**config.mk**
```make
export PLATFORM = sky130hd
export DESIGN_NAME = alu_4_bit_accumulator_sequencer
export DESIGN_NICKNAME = d
export VERILOG_FILES = /design/src/rtl/alu_4_bit_accumulator_sequencer.sv
export SDC_FILE = /design/constraint.sdc
export NUM_CORES = 1
export LEC_CHECK = 0
export ABC_AREA = 1
export ABC_CLOCK_PERIOD_IN_PS = 4100
export CAP_MARGIN = 5
export CORE_ASPECT_RATIO = 0.9
export CORE_MARGIN = 2
export CORE_UTILIZATION = 30
export CTS_BUF_LIST = sky130_fd_sc_hd__clkbuf_2
export CTS_CLUSTER_DIAMETER = 100
export DETAILED_ROUTE_END_ITERATION = 12
export HOLD_SLACK_MARGIN = 0.12
export PLACE_DENSITY_LB_ADDON = 0.25
export SYNTH_ARGS = -nofsm -noshare
export SYNTH_HDL_FRONTEND = slang
export SYNTH_SLANG_ARGS = --single-unit
```
**constraint.sdc**
```tcl
create_clock -name Clock_In -period 4.1 [get_ports Clock_In]
set_clock_uncertainty 0.2 [all_clocks]
set_input_delay 0.41 -clock Clock_In [delete_from_list [all_inputs] [get_ports Clock_In]]
set_output_delay 0.41 -clock Clock_In [all_outputs]
set_load 0.01 [all_outputs]
```
**src/rtl/alu_4_bit_accumulator_sequencer.sv**
```systemverilog
// alu_4_bit_accumulator_sequencer: command FSM driving a 4-bit ALU and capturing its result into an accumulator.
// Optional Flag_Overflow_Out enabled by defining ALU_ACC_OVERFLOW_FLAG_EN.
module alu_4_bit_accumulator_sequencer #(
    parameter logic [3:0] ACC_RESET_VALUE = 4'h0,
    parameter bit         USE_CARRY_CHAIN = 1'b1
) (
    input  logic       Clock_In,
    input  logic       Reset_In,
    input  logic       Cmd_Valid_In,
    output logic       Cmd_Ready_Out,
    input  logic       Cmd_Load_In,
    input  logic [3:0] Cmd_Op_In,
    input  logic [3:0] Cmd_Operand_In,
    output logic [3:0] Alu_Data_A_Out,
    output logic [3:0] Alu_Data_B_Out,
    output logic       Alu_Carry_Borrowb_Out,
    output logic [3:0] Alu_Operation_Select_Out,
    input  logic [3:0] Alu_Result_In,
    input  logic       Alu_Carry_In,
    output logic [3:0] Acc_Out,
    output logic       Flag_Zero_Out,
    output logic       Flag_Negative_Out,
    output logic       Flag_Carry_Out,
    output logic       Done_Out
`ifdef ALU_ACC_OVERFLOW_FLAG_EN
    ,
    output logic       Flag_Overflow_Out
`endif
);
    localparam logic [1:0] S_IDLE    = 2'd0;
    localparam logic [1:0] S_LOAD    = 2'd1;
    localparam logic [1:0] S_ISSUE   = 2'd2;
    localparam logic [1:0] S_CAPTURE = 2'd3;

    logic [1:0] state_q, state_d;
    logic [3:0] acc_q, acc_d, sel_q, sel_d, b_q, b_d, ld_val_q, ld_val_d;
    logic       c_q, c_d, cin_q, cin_d, done_q, done_d, v_q, v_d, ovf;
    logic       fire, chain_op;

    assign fire     = Cmd_Valid_In && Cmd_Ready_Out;
    assign chain_op = (Cmd_Op_In == 4'h2) || (Cmd_Op_In == 4'h3) || (Cmd_Op_In == 4'h4);

    // Overflow uses the pre-update accumulator, which is still on ALU port A during CAPTURE
    always_comb begin
        ovf = 1'b0;
        case (sel_q)
            4'h2: ovf = (acc_q[3] == b_q[3]) && (Alu_Result_In[3] != acc_q[3]);
            4'h3: ovf = (acc_q[3] != b_q[3]) && (Alu_Result_In[3] != acc_q[3]);
            4'h4: ovf = (acc_q[3] != b_q[3]) && (Alu_Result_In[3] != b_q[3]);
            4'h5: ovf = acc_q == 4'h7;
            4'h6: ovf = b_q == 4'h7;
            4'h7: ovf = acc_q == 4'h8;
            default: ovf = 1'b0;
        endcase
    end

    always_comb begin
        state_d  = state_q;
        acc_d    = acc_q;
        sel_d    = sel_q;
        b_d      = b_q;
        ld_val_d = ld_val_q;
        c_d      = c_q;
        cin_d    = cin_q;
        v_d      = v_q;
        done_d   = 1'b0;
        case (state_q)
            S_IDLE: begin
                if (fire && Cmd_Load_In) begin
                    ld_val_d = Cmd_Operand_In;
                    state_d  = S_LOAD;
                end else if (fire) begin
                    sel_d   = Cmd_Op_In;
                    b_d     = Cmd_Operand_In;
                    cin_d   = USE_CARRY_CHAIN && chain_op && c_q;
                    state_d = S_ISSUE;
                end
            end
            S_LOAD: begin
                acc_d   = ld_val_q;
                c_d     = 1'b0;
                v_d     = 1'b0;
                done_d  = 1'b1;
                state_d = S_IDLE;
            end
            S_ISSUE: state_d = S_CAPTURE;
            default: begin
                acc_d   = Alu_Result_In;
                c_d     = sel_q[3] ? c_q : Alu_Carry_In;
                v_d     = ovf;
                done_d  = 1'b1;
                sel_d   = 4'h0;
                state_d = S_IDLE;
            end
        endcase
    end

    always_ff @(posedge Clock_In) begin
        if (Reset_In) begin
            state_q  <= S_IDLE;
            acc_q    <= ACC_RESET_VALUE;
            sel_q    <= 4'h0;
            b_q      <= 4'h0;
            ld_val_q <= 4'h0;
            c_q      <= 1'b0;
            cin_q    <= 1'b0;
            v_q      <= 1'b0;
            done_q   <= 1'b0;
        end else begin
            state_q  <= state_d;
            acc_q    <= acc_d;
            sel_q    <= sel_d;
            b_q      <= b_d;
            ld_val_q <= ld_val_d;
            c_q      <= c_d;
            cin_q    <= cin_d;
            v_q      <= v_d;
            done_q   <= done_d;
        end
    end

    assign Cmd_Ready_Out            = state_q == S_IDLE;
    assign Alu_Data_A_Out           = acc_q;
    assign Alu_Data_B_Out           = b_q;
    assign Alu_Carry_Borrowb_Out    = cin_q;
    assign Alu_Operation_Select_Out = sel_q;
    assign Acc_Out                  = acc_q;
    assign Flag_Zero_Out            = acc_q == 4'h0;
    assign Flag_Negative_Out        = acc_q[3];
    assign Flag_Carry_Out           = c_q;
    assign Done_Out                 = done_q;
`ifdef ALU_ACC_OVERFLOW_FLAG_EN
    assign Flag_Overflow_Out        = v_q;
`else
    logic unused_v;
    assign unused_v = v_q ^ ovf;
`endif
endmodule

```
* Word level (Yosys, flattened, before mapping) *
Index checks and enable logic that the tools add are counted.

word-level totals
  register bits = 21
  latch bits = 0
  bits in writable memories = 0
  memory bits (read-only) = 0
  input port bits = 17
  output and inout bits = 22
  word-level logic and storage cells = 43
  memories kept = 0

cells by class
  $add $sub $neg = 0
  multiply operators = 0
  divide/modulo/power cells = 0
  magnitude comparators = 0
  equality and inequality tests = 9
  shift-type cells = 0
  muxes and demuxes = 10
  bitwise gates (word level) = 3
  reductions and logical operators = 13

operator list
  cell                                                   count
  one-hot mux 4 bit (2 select lines)                     2
  equality test 4 x 2 -> 1 bit, second input constant    2
  two-way mux 4 bit                                      2
  AND reduction 3 bit                                    2
  equality test 4 x 3 -> 1 bit, second input constant    1
  zero test 4 bit                                        1
  two-way mux 2 bit                                      2
  inequality test 2 x 1 -> 1 bit, second input constant  2
  one-hot mux 2 bit (2 select lines)                     1
  AND reduction 2 bit                                    2
  OR reduction 2 bit                                     2
  logical AND 1 bit                                      3
  inequality test 3 x 1 -> 1 bit, second input constant  1
  inverter 1 bit                                         3
  equality test 2 x 1 -> 1 bit, second input constant    1
  equality test 2 bit, second input constant             1
  zero test 2 bit                                        1
  logical OR 1 bit                                       2
  two-way mux 1 bit                                      2
  inequality test 2 bit, second input constant           1
  one-hot mux 1 bit (2 select lines)                     1

* Longest topological paths before layout *
  word-level depth = 5
  gate-level depth with buffers = 8
  mapped depth without buffers = 7

* Least setup slack after synthesis *
OpenSTA, ideal clock, no wires.

  path type = register -> register
  from = reg state_q[0]
  to = reg acc_q[0] (netlist: Acc_Out[0])
  library setup time = 117 ps
  arrival time = 1,229 ps
  data required time = 3,783 ps
  path slack = 2,554 ps
  cell stages (with the launch flop) = 8
  path buffers = 1
  clock period less this slack = 1,546 ps
  cell sequence = dfxtp_1 -> inv_1 -> ha_1 -> buf_6 -> nor2_4 -> o21ai_1 -> a21oi_1 -> nor2_1

between the ends
  longest elaborated chain between the ends = 3
  elaborated cells on any way between the ends = 5
  classes of those cells = eq/ne: 2; mux: 1; reduce/logical: 2

ends and longest elaborated chain
  element                             line  source
  start: declaration                  35    logic [1:0] state_q, state_d;
  start signal: assignment            110   state_q <= state_d;
  zero test 2 bit (*)                 -
  via Cmd_Ready_Out                   10    output logic Cmd_Ready_Out,
  OR reduction 2 bit (no line) (*)    -
  one-hot mux 4 bit (2 select lines)  67    case (state_q)
  end signal: assignment              101   acc_q <= ACC_RESET_VALUE;
  end signal: assignment              111   acc_q <= acc_d;
  end: declaration                    36    logic [3:0] acc_q, acc_d, sel_q, sel_d, b_q, b_d, ld_val_q, ld_val_d;

Mark *: on every way through the listed nets, which the timed path passes. The rest lies on a longest branch.
A chain may end at the register's enable or synchronous reset.

* Final worst setup path *
  from = reg state_q[1]
  to = out Cmd_Ready_Out

between the ends
  longest elaborated chain between the ends = 1

ends and longest elaborated chain
  element           line  source
  zero test 2 bit   122   assign Cmd_Ready_Out = state_q == S_IDLE;
  end: declaration  10

Every way passes these cells.

==> metrics <==
status=complete, no violations; kind of critical path=register to output pin; H-tree Lvls=1; Std-Cell Rows=20; Netlist cell types=24; GRT Total Usage=12.46%; cell depth of the worst hold path=2; Root Driver=clkbuf_2; Final Cycle Share=63.44%; r2r endpoint=ld_val_q[0]$_SDFFE_PP0P_; Avg Inst Size Synth=a little under 8 µm²; vias in the first global route=893; initial antenna violation count=0; WP data arrival=about 2.0 ns; PwrDens=approximately 580 nW/µm²; vias per std cell=4.603; PortBufs=38; Setup TNS=0 ns; drt wl/cell=11.01 µm; first-pass GRT wire length=3719 µm; Synth Warn #=0; Hold WC Path Type=register to register; die outline height=slightly below 60 µm; Clk Latency, worst-skew pair=0.32 ns; Post-DRT Antenna Nets=0; Die Span X=65.34 µm; Hold Path End=ld_val_q[3]$_SDFFE_PP0P_; R2R Setup Slk=2.16 ns; maximum VDD drop=about 0.30 mV; worst hold start=ld_val_q[3]$_SDFFE_PP0P_; Worst EP required=3.49 ns; crit-path max FO=13; CTS max path bufs=2; IO Count=39; Yosys top cell area share=approximately 41%; Max-slew headroom=58.93%; total number of vias=962; Fmax=0.3845 GHz; nets@finish=186; Tightest Pin Transition=0.6160 ns; crit path launch type=register; final wirelength=2301 µm; Post-CTS Setup Bufs=0; pin count of the biggest net entering global routing=20; RR Startpoint=state_q[1]$_SDFFE_PP0P_; # setup viols final=0; Tmin final=2.601 ns; gpl congestion=0.8768; R2R depth=5; Static Leak=0.5567 nW; TritonCTS Buffers=3; clock sinks=21; Slew Limit Fails=0; CORE AREA=around 3300 µm²; TritonCTS clock tree=built; CTS hold repair buffers=0; Clk pin slew, worst setup/hold paths=0.20 ns; DRT iter0 DRCs=26; sequential fraction of the synthesis area=between 40% and 50%; die area=just under 4000 µm²; syn_nets=151; CP endpoint kind=output pin; layout cell share with drive strength beyond 1=between 10% and 20%; post-detail-place hpwl=1759 µm; Post-CTS Resized=0; Synth Cell Area=1016 µm²; synthesized flop and latch total=21; Diodes inserted=0; maximum capacitance violations=0; Power Total=808.1 µW; DRC viols=0; drt first pass iters=6; post-synth top area cell=dfxtp_1; RSZ-0062 raised after global routing=no; Area contributors post-synth=dfxtp_1, nor2_1, o21ai_1; Final Hold Vio Count=0; GRT overflow=0; Post-Synthesis Cells=about 130; Starting Density=between 30% and 40%; area delta synth->final=38.18%
[cell type report]
class	instances	area, µm²
fill	361	1899
multi-input combinational	87	456.7
sequential	21	420.4
timing repair buffer	38	380.4
inverter	15	71.32
tap	44	55.05
clock buffer	3	15.01
clock inverter	1	5.005
[cell usage after synthesis]
library cell  instances
nor2_1               22
dfxtp_1              21
nand2_1              15
o21ai_1              15
a21oi_1              12
inv_1                 8
buf_4                 5
inv_2                 5
nand4_1               5
o21ai_0               5
ha_1                  3
buf_6                 2
nor2_2                2
a21oi_2               1
bufinv_8              1
clkbuf_4              1
clkinv_2              1
nand2_2               1
nand2_4               1
nand3_2               1
nand3_4               1
nor2_4                1
nor3_1                1
nor4_1                1
[state kept, by name, indices dropped and copies added (netlist names)]
register                  count
Alu_Operation_Select_Out      4
Alu_Carry_Borrowb_Out         1
ld_val_q                      4
Acc_Out                       4
Done_Out                      1
Alu_Data_B_Out                4
state_q                       2
Flag_Carry_Out                1
[worst max-delay path by stage]
| stage | slack, ns | end | from | cells after the start |
|---|---|---|---|---|
| 2_1_floorplan | 2.55 | Acc_Out[0]$_SDFFE_PP0P_ | state_q[0]$_SDFFE_PP0P_ | 7 |
| 3_3_place_gp | 1.93 | Cmd_Ready_Out | state_q[0]$_SDFFE_PP0P_ | 3 |
| 3_5_place_dp | 1.90 | Cmd_Ready_Out | state_q[1]$_SDFFE_PP0P_ | 3 |
| 4_1_cts | 1.48 | Cmd_Ready_Out | state_q[1]$_SDFFE_PP0P_ | 3 |
| 5_1_grt | 1.39 | Cmd_Ready_Out | state_q[1]$_SDFFE_PP0P_ | 3 |
| 6_report | 1.50 | Cmd_Ready_Out | state_q[1]$_SDFFE_PP0P_ | 3 |
[critical path: stages, from the launching register on]
cell and delay, ns:
dfxtp_1 0.37, inv_1 0.09, ha_1 0.55, clkdlybuf4s50_1 0.66
[power by group]
part | leakage (nW) | internal [mW] | switching, mW
clock | 0.0164 | 0.0221 | 0.0642
sequential | 0.173 | 0.257 | 0.0362
combinational | 0.367 | 0.223 | 0.206
[logic make-up (layout without fill, tap and decap cells)]
| group | after synthesis | after routing | synth area share (%) |
|---|---|---|---|
| buf+inv | 23 | 57 | 13.67 |
| compound gates | 33 | 33 | 16.63 |
| flops | 21 | 21 | 41.38 |
| fa+ha+maj | 3 | 3 | 3.695 |
| simple gates | 51 | 51 | 24.63 |
[cell usage in the layout, fill, tap and decap left out, types with 2 or more instances in the layout]
cell type and n:
inv_2 5, inv_1 8, clkbuf_2 3, nor2_2 2
nand4_1 5, clkdlybuf4s50_1 38, nor2_1 22, a21oi_1 12
ha_1 3, clkinv_2 2, nand2_1 15, o21ai_0 5
o21ai_1 15, dfxtp_1 21
[layer usage]
metal | GRT usage, % | share of wire, % | up-vias
met2 | 21.57 | 48 | 36
met4 | 3.274 | 0.30 | 0
met1 | 15.16 | 45 | 431
met3 | 3.802 | 6.8 | 2
met5 | 0 | 0 | -
li1 | - | - | 493
[per-stage QoR]
stage	hold WS [ns]	area (µm²)	instances	setup WS, ns	utilization (%)
finish	0.2636	1404	209	1.499	42.50
global route	0.2838	1404	209	1.389	42.50
CTS	0.2642	1404	209	1.480	42.50
detailed placement	0.2408	1384	205	1.897	41.89
global placement	0.2349	1384	205	1.933	41.89
floorplan	0.2233	1016	131	2.554	-
No activity file was read; power rests on OpenSTA's default activity.
==> variant 1 (same settings) <==
Set the parameter `USE_CARRY_CHAIN` to 1'b0 (it was 1'b1).
--- a/src/rtl/alu_4_bit_accumulator_sequencer.sv
+++ b/src/rtl/alu_4_bit_accumulator_sequencer.sv
@@ -2,7 +2,7 @@
 // Optional Flag_Overflow_Out enabled by defining ALU_ACC_OVERFLOW_FLAG_EN.
 module alu_4_bit_accumulator_sequencer #(
     parameter logic [3:0] ACC_RESET_VALUE = 4'h0,
-    parameter bit         USE_CARRY_CHAIN = 1'b1
+    parameter bit         USE_CARRY_CHAIN = 1'b0
 ) (
     input  logic       Clock_In,
     input  logic       Reset_In,
Function: changed (a bounded check fails within 10 cycles, from zero or initial values and one cycle with Reset_In high).
==> variant 1 against the unedited design <==
  * Total power rose by 5.9%
  * Routed wire length fell by 9.1%
  * Via count fell by 6.4%
  * Global-route usage fell by 0.79 points
  * Area after synthesis fell by 2.0%
  * Hold slack improved by 0.015 ns
  * Sequential cell count fell by 1
  * Critical path depth did not move
  * Setup slack got worse by 0.0032 ns
  * Final area fell by 2.1%
  * Largest power group unchanged
==> variant 1: results (changes against the unedited design) <==
[run_status]
outcome=complete, no violations

[route]
avgViaCountPerCell=4.31  ; -6.4%
post_drt_wl_per_cell_microns=10.0  ; -9.1%
first_pass_iters=4  ; -2
drt-initial-drc-count=18  ; -31%

[synth]
synth_seq_area_share_pct=40.2  ; -1.2 points
synth_cell_types=21  ; -13%
yosys-top-cells-count=nand2_1 (23), nor2_1 (22), dfxtp_1 (20)
synth_area_leaders=dfxtp_1 (40%), nand2_1 (8.7%), nor2_1 (8.3%), o21ai_0 (7.0%), inv_1 (6.8%)
syn_nets=154  ; +2.0%

[setup_path]
reg2regPathDepth=7  ; +2
rrSetupSlack_ns=2.10  ; -0.06 ns

[layout]
drive_gt1_share_pct=7.19  ; -4.3 points
num-nets-final=188  ; +1.1%
fill_cells=320  ; -11%

[place]
gp_congestion=0.746  ; -15%
portBuffers=37  ; -2.6%
pre_cts_slack_ns=1.88  ; -0.0210 ns
hpwl_microns=1620  ; -7.7%

[pwr]
p_leak_uw=0.000590  ; +6.0%
peakVddDrop_mv=0.231  ; -22%

[hold_path]
min_from=Flag_Carry_Out
min_to=Flag_Carry_Out

[timing]
slew_headroom_pct=57.4  ; -1.5 points

[clock_tree]
cts_setup_buffers=0  ; unchanged

[global_routing]
grt_pass1_vias=815  ; -8.7%
grt_pass1_wl_microns=3510  ; -5.8%

[variant 1: changes by cell type in the layout (fill, tap and decap cells not counted), moves of 2 or more]
cell / delta
a21oi_1: -5
clkinv_2: -2
inv_1: +10
o21ai_0: +9
o21ai_1: -12
nand2_1: +8
inv_2: -3
[variant 1: kinds of logic after synthesis]
| family | share of synthesized area [%] |
|---|---|
| flops | 40.2 |
| simple gates | 29.6 |
| compound gates | 12.1 |
| fa+ha+maj | 3.77 |
| buf+inv | 13.9 |
| other cells | 0.377 |
[variant 1: power groups by stage]
| stage | Clock (uW) | Sequential, uW | Combinational [uW] |
|---|---|---|---|
| 2_1_floorplan | 0 | 313 | 294 |
| 3_3_place_gp | 0 | 293 | 480 |
| 3_5_place_dp | 0 | 296 | 488 |
| 4_1_cts | 85.3 | 292 | 491 |
| 5_1_grt | 93.0 | 299 | 538 |
| 6_report | 80.3 | 291 | 485 |
[variant 1: through the flow]
step | area [sq um] | util [%] | cells | total power [uW] | hold slack [ns]
after detailed placement | 1360 | 43.5 | 205 | 785 | 0.257
after global routing | 1370 | 44.1 | 209 | 930 | 0.314
after global placement | 1360 | 43.5 | 205 | 773 | 0.250
after CTS | 1370 | 44.1 | 209 | 868 | 0.280
after floorplan | 996 | - | 134 | 607 | 0.264
final | 1370 | 44.1 | 209 | 855 | 0.279
[variant 1: cell type report]
cell class,count,area [sq um],share of cell area (%)
clock buffer,3,15.0,1.09
inverter,20,75.1,5.46
multi-input combinational,86,457,33.2
sequential,20,400,29.1
timing repair buffer,37,370,27.0
tap,42,52.6,3.83
clock inverter,1,3.75,0.273
[variant 1: worst max-delay path by stage]
stage / from / endpoint / slack [ns] / cells after the start
finish: state_q[1] / Cmd_Ready_Out / 1.50 / 3
global route: state_q[0] / Cmd_Ready_Out / 1.36 / 3
floorplan: state_q[0] / Acc_Out[2] / 2.63 / 7
CTS: state_q[0] / Cmd_Ready_Out / 1.47 / 3
global placement: state_q[0] / Cmd_Ready_Out / 1.91 / 3
detailed placement: state_q[0] / Cmd_Ready_Out / 1.88 / 3
[variant 1: layer usage]
metal	vias to the layer above	wire length [microns]	global-route usage, %
met4	0	13	3.34
met3	2	124	3.82
li1	483	-	-
met5	-	0	0
met1	382	1080	15.2
met2	33	870	18.6
[variant 1: worst reg2reg max path, stage by stage (launching register included)]
cell and delay (ns):
dfxtp_1 0.37, inv_1 0.08, ha_1 0.57, nand2_1 0.23
nor2_2 0.22, inv_1 0.11, nor2_1 0.10, nor2_1 0.05
==> variant 2 (config.mk and constraints unchanged) <==
Made on the original files. `ld_val_q` no longer has a reset.
--- a/src/rtl/alu_4_bit_accumulator_sequencer.sv
+++ b/src/rtl/alu_4_bit_accumulator_sequencer.sv
@@ -101,7 +101,6 @@
             acc_q    <= ACC_RESET_VALUE;
             sel_q    <= 4'h0;
             b_q      <= 4'h0;
-            ld_val_q <= 4'h0;
             c_q      <= 1'b0;
             cin_q    <= 1'b0;
             v_q      <= 1'b0;
@@ -111,12 +110,15 @@
             acc_q    <= acc_d;
             sel_q    <= sel_d;
             b_q      <= b_d;
-            ld_val_q <= ld_val_d;
             c_q      <= c_d;
             cin_q    <= cin_d;
             v_q      <= v_d;
             done_q   <= done_d;
         end
+    end
+
+    always_ff @(posedge Clock_In) begin
+        ld_val_q <= ld_val_d;
     end
 
     assign Cmd_Ready_Out            = state_q == S_IDLE;
Formal check against the unedited RTL: no difference found for any inputs over 10 cycles, from zero or initial values and one cycle with Reset_In high; that may be too few to reach the edited logic, so the function may still have changed.
==> variant 2 against the unedited design <==
  * Total power down 5.3%
  * Routed wire length grew 0.39%
  * Final area shrank 4.5%
  * Sequential cell count is the same
  * Setup slack better by 0.14 ns
  * Area after synthesis shrank 7.1%
  * Largest cell class is now flip-flops and latches
  * Count of clock-buffer cells in the layout unchanged
  * Synthesized cell count decreased by 8.4%
  * Utilization increased by 1.9 points
  * Critical path type unchanged
==> variant 2: results (changes against the unedited design) <==
[run_status]
outcome=complete, no violations

[global_routing]
grt_pass1_vias=873  ; -2.2%
grt_pass1_wl_microns=3710  ; -0.38%
grt_util_all_layers_pct=13.0  ; +0.54 points
grt_util_met2_pct=21.6  ; about the same
use_met1_pct=15.8  ; +0.68 points
grt_max_degree=16  ; -20%
use_met3_pct=4.73  ; +0.93 points

[clock_tree]
path_clk_slew_ns=0.22  ; +0.02 ns
clk_latency_ns=0.34  ; +0.02 ns

[pwr]
intPower_uw=476  ; -5.0%
peakVddDrop_mv=0.239  ; -19%
p_leak_uw=0.000544  ; -2.3%

[route]
vias=883  ; -8.2%
first_pass_iters=4  ; -2
wl_microns=2310  ; +0.39%
drt-initial-drc-count=21  ; -19%

[timing]
worstMarginPinSlew_ns=0.439  ; -0.177 ns

[layout]
antenna_cells=0  ; unchanged
drive_gt1_share_pct=4.52  ; -7.0 points
num-nets-final=176  ; -5.4%
fill_cells=301  ; -17%

[setup_path]
cp_max_fo=13  ; unchanged
rrSetupSlack_ns=2.17
cp_slowest_stage_delay_ns=0.63  ; -0.03 ns
arrival_ns=1.85  ; -0.14 ns

[synth]
synth_edf_count=4  ; +4
yosys-top-cells-count=nor2_1 (23), nand2_1 (20), dfxtp_1 (17)
synth_cell_types=16  ; -33%
synth_area_leaders=dfxtp_1 (36%), edfxtp_1 (13%), nor2_1 (9.2%), nand2_1 (8.0%), o21ai_0 (7.4%)
syn_nets=140  ; -7.3%
synth_seq_area_share_pct=48.8  ; +7.4 points

[hold_path]
holdCritPathClass=reg -> reg

[place]
gp_congestion=0.725  ; -17%
hpwl_microns=1700  ; -3.4%

==> variant 2: worst paths after layout <==
kind | startpoint | to | cells past startpoint
hold reg to reg | Alu_Operation_Select_Out[1] | Alu_Operation_Select_Out[1] | 2
hold / removal | Alu_Operation_Select_Out[1] | Alu_Operation_Select_Out[1] | 2
setup reg to reg | state_q[1] | Alu_Operation_Select_Out[0] | 7
setup / recovery | state_q[1] | Cmd_Ready_Out | 3
==> variant 2: cells by family after synthesis <==
family	share of synthesized area, %
adders and majority gates	3.98
buffers and inverters	10.3
AOI/OAI and AO/OA	12.2
and+or+nand+nor	24.7
DFF	48.8
==> variant 2: critical path: cells and delay by family (launching register included) <==
kind / cells / cell delay (ns)
adders and majority gates: 1 / 0.42
buffers and inverters: 2 / 0.71
DFF: 1 / 0.38
==> variant 2: metal layers <==
layer	vias up	routed length (microns)
met4	0	18
li1	459	-
met1	382	1120
met3	4	184
met2	38	992
met5	-	0
==> variant 2: power by group through the flow <==
stage               registers (uW)  clock network [uW]  logic, uW
floorplan                      316                   0        205
global placement               299                   0        372
global route                   307                96.3        418
finish                         298                88.4        379
CTS                            299                91.9        380
detailed placement             303                   0        378
==> variant 2: through the flow <==
step	cells	setup WS, ns	area, sq um	utilization, %	hold slack, ns
after global routing	197	1.54	1340	44.4	0.344
after CTS	197	1.64	1340	44.4	0.306
after global placement	193	2.10	1320	43.7	0.272
final	197	1.64	1340	44.4	0.308
after floorplan	120	2.55	943	-	0.279
after detailed placement	193	2.04	1320	43.7	0.279
==> variant 2: cell type report <==
cell class / instances / share of cell area [%]
clock buffer: 3 / 1.12
clock inverter: 1 / 0.373
inverter: 11 / 3.08
multi-input combinational: 81 / 28.8
sequential: 21 / 34.4
tap: 42 / 3.92
timing repair buffer: 38 / 28.4
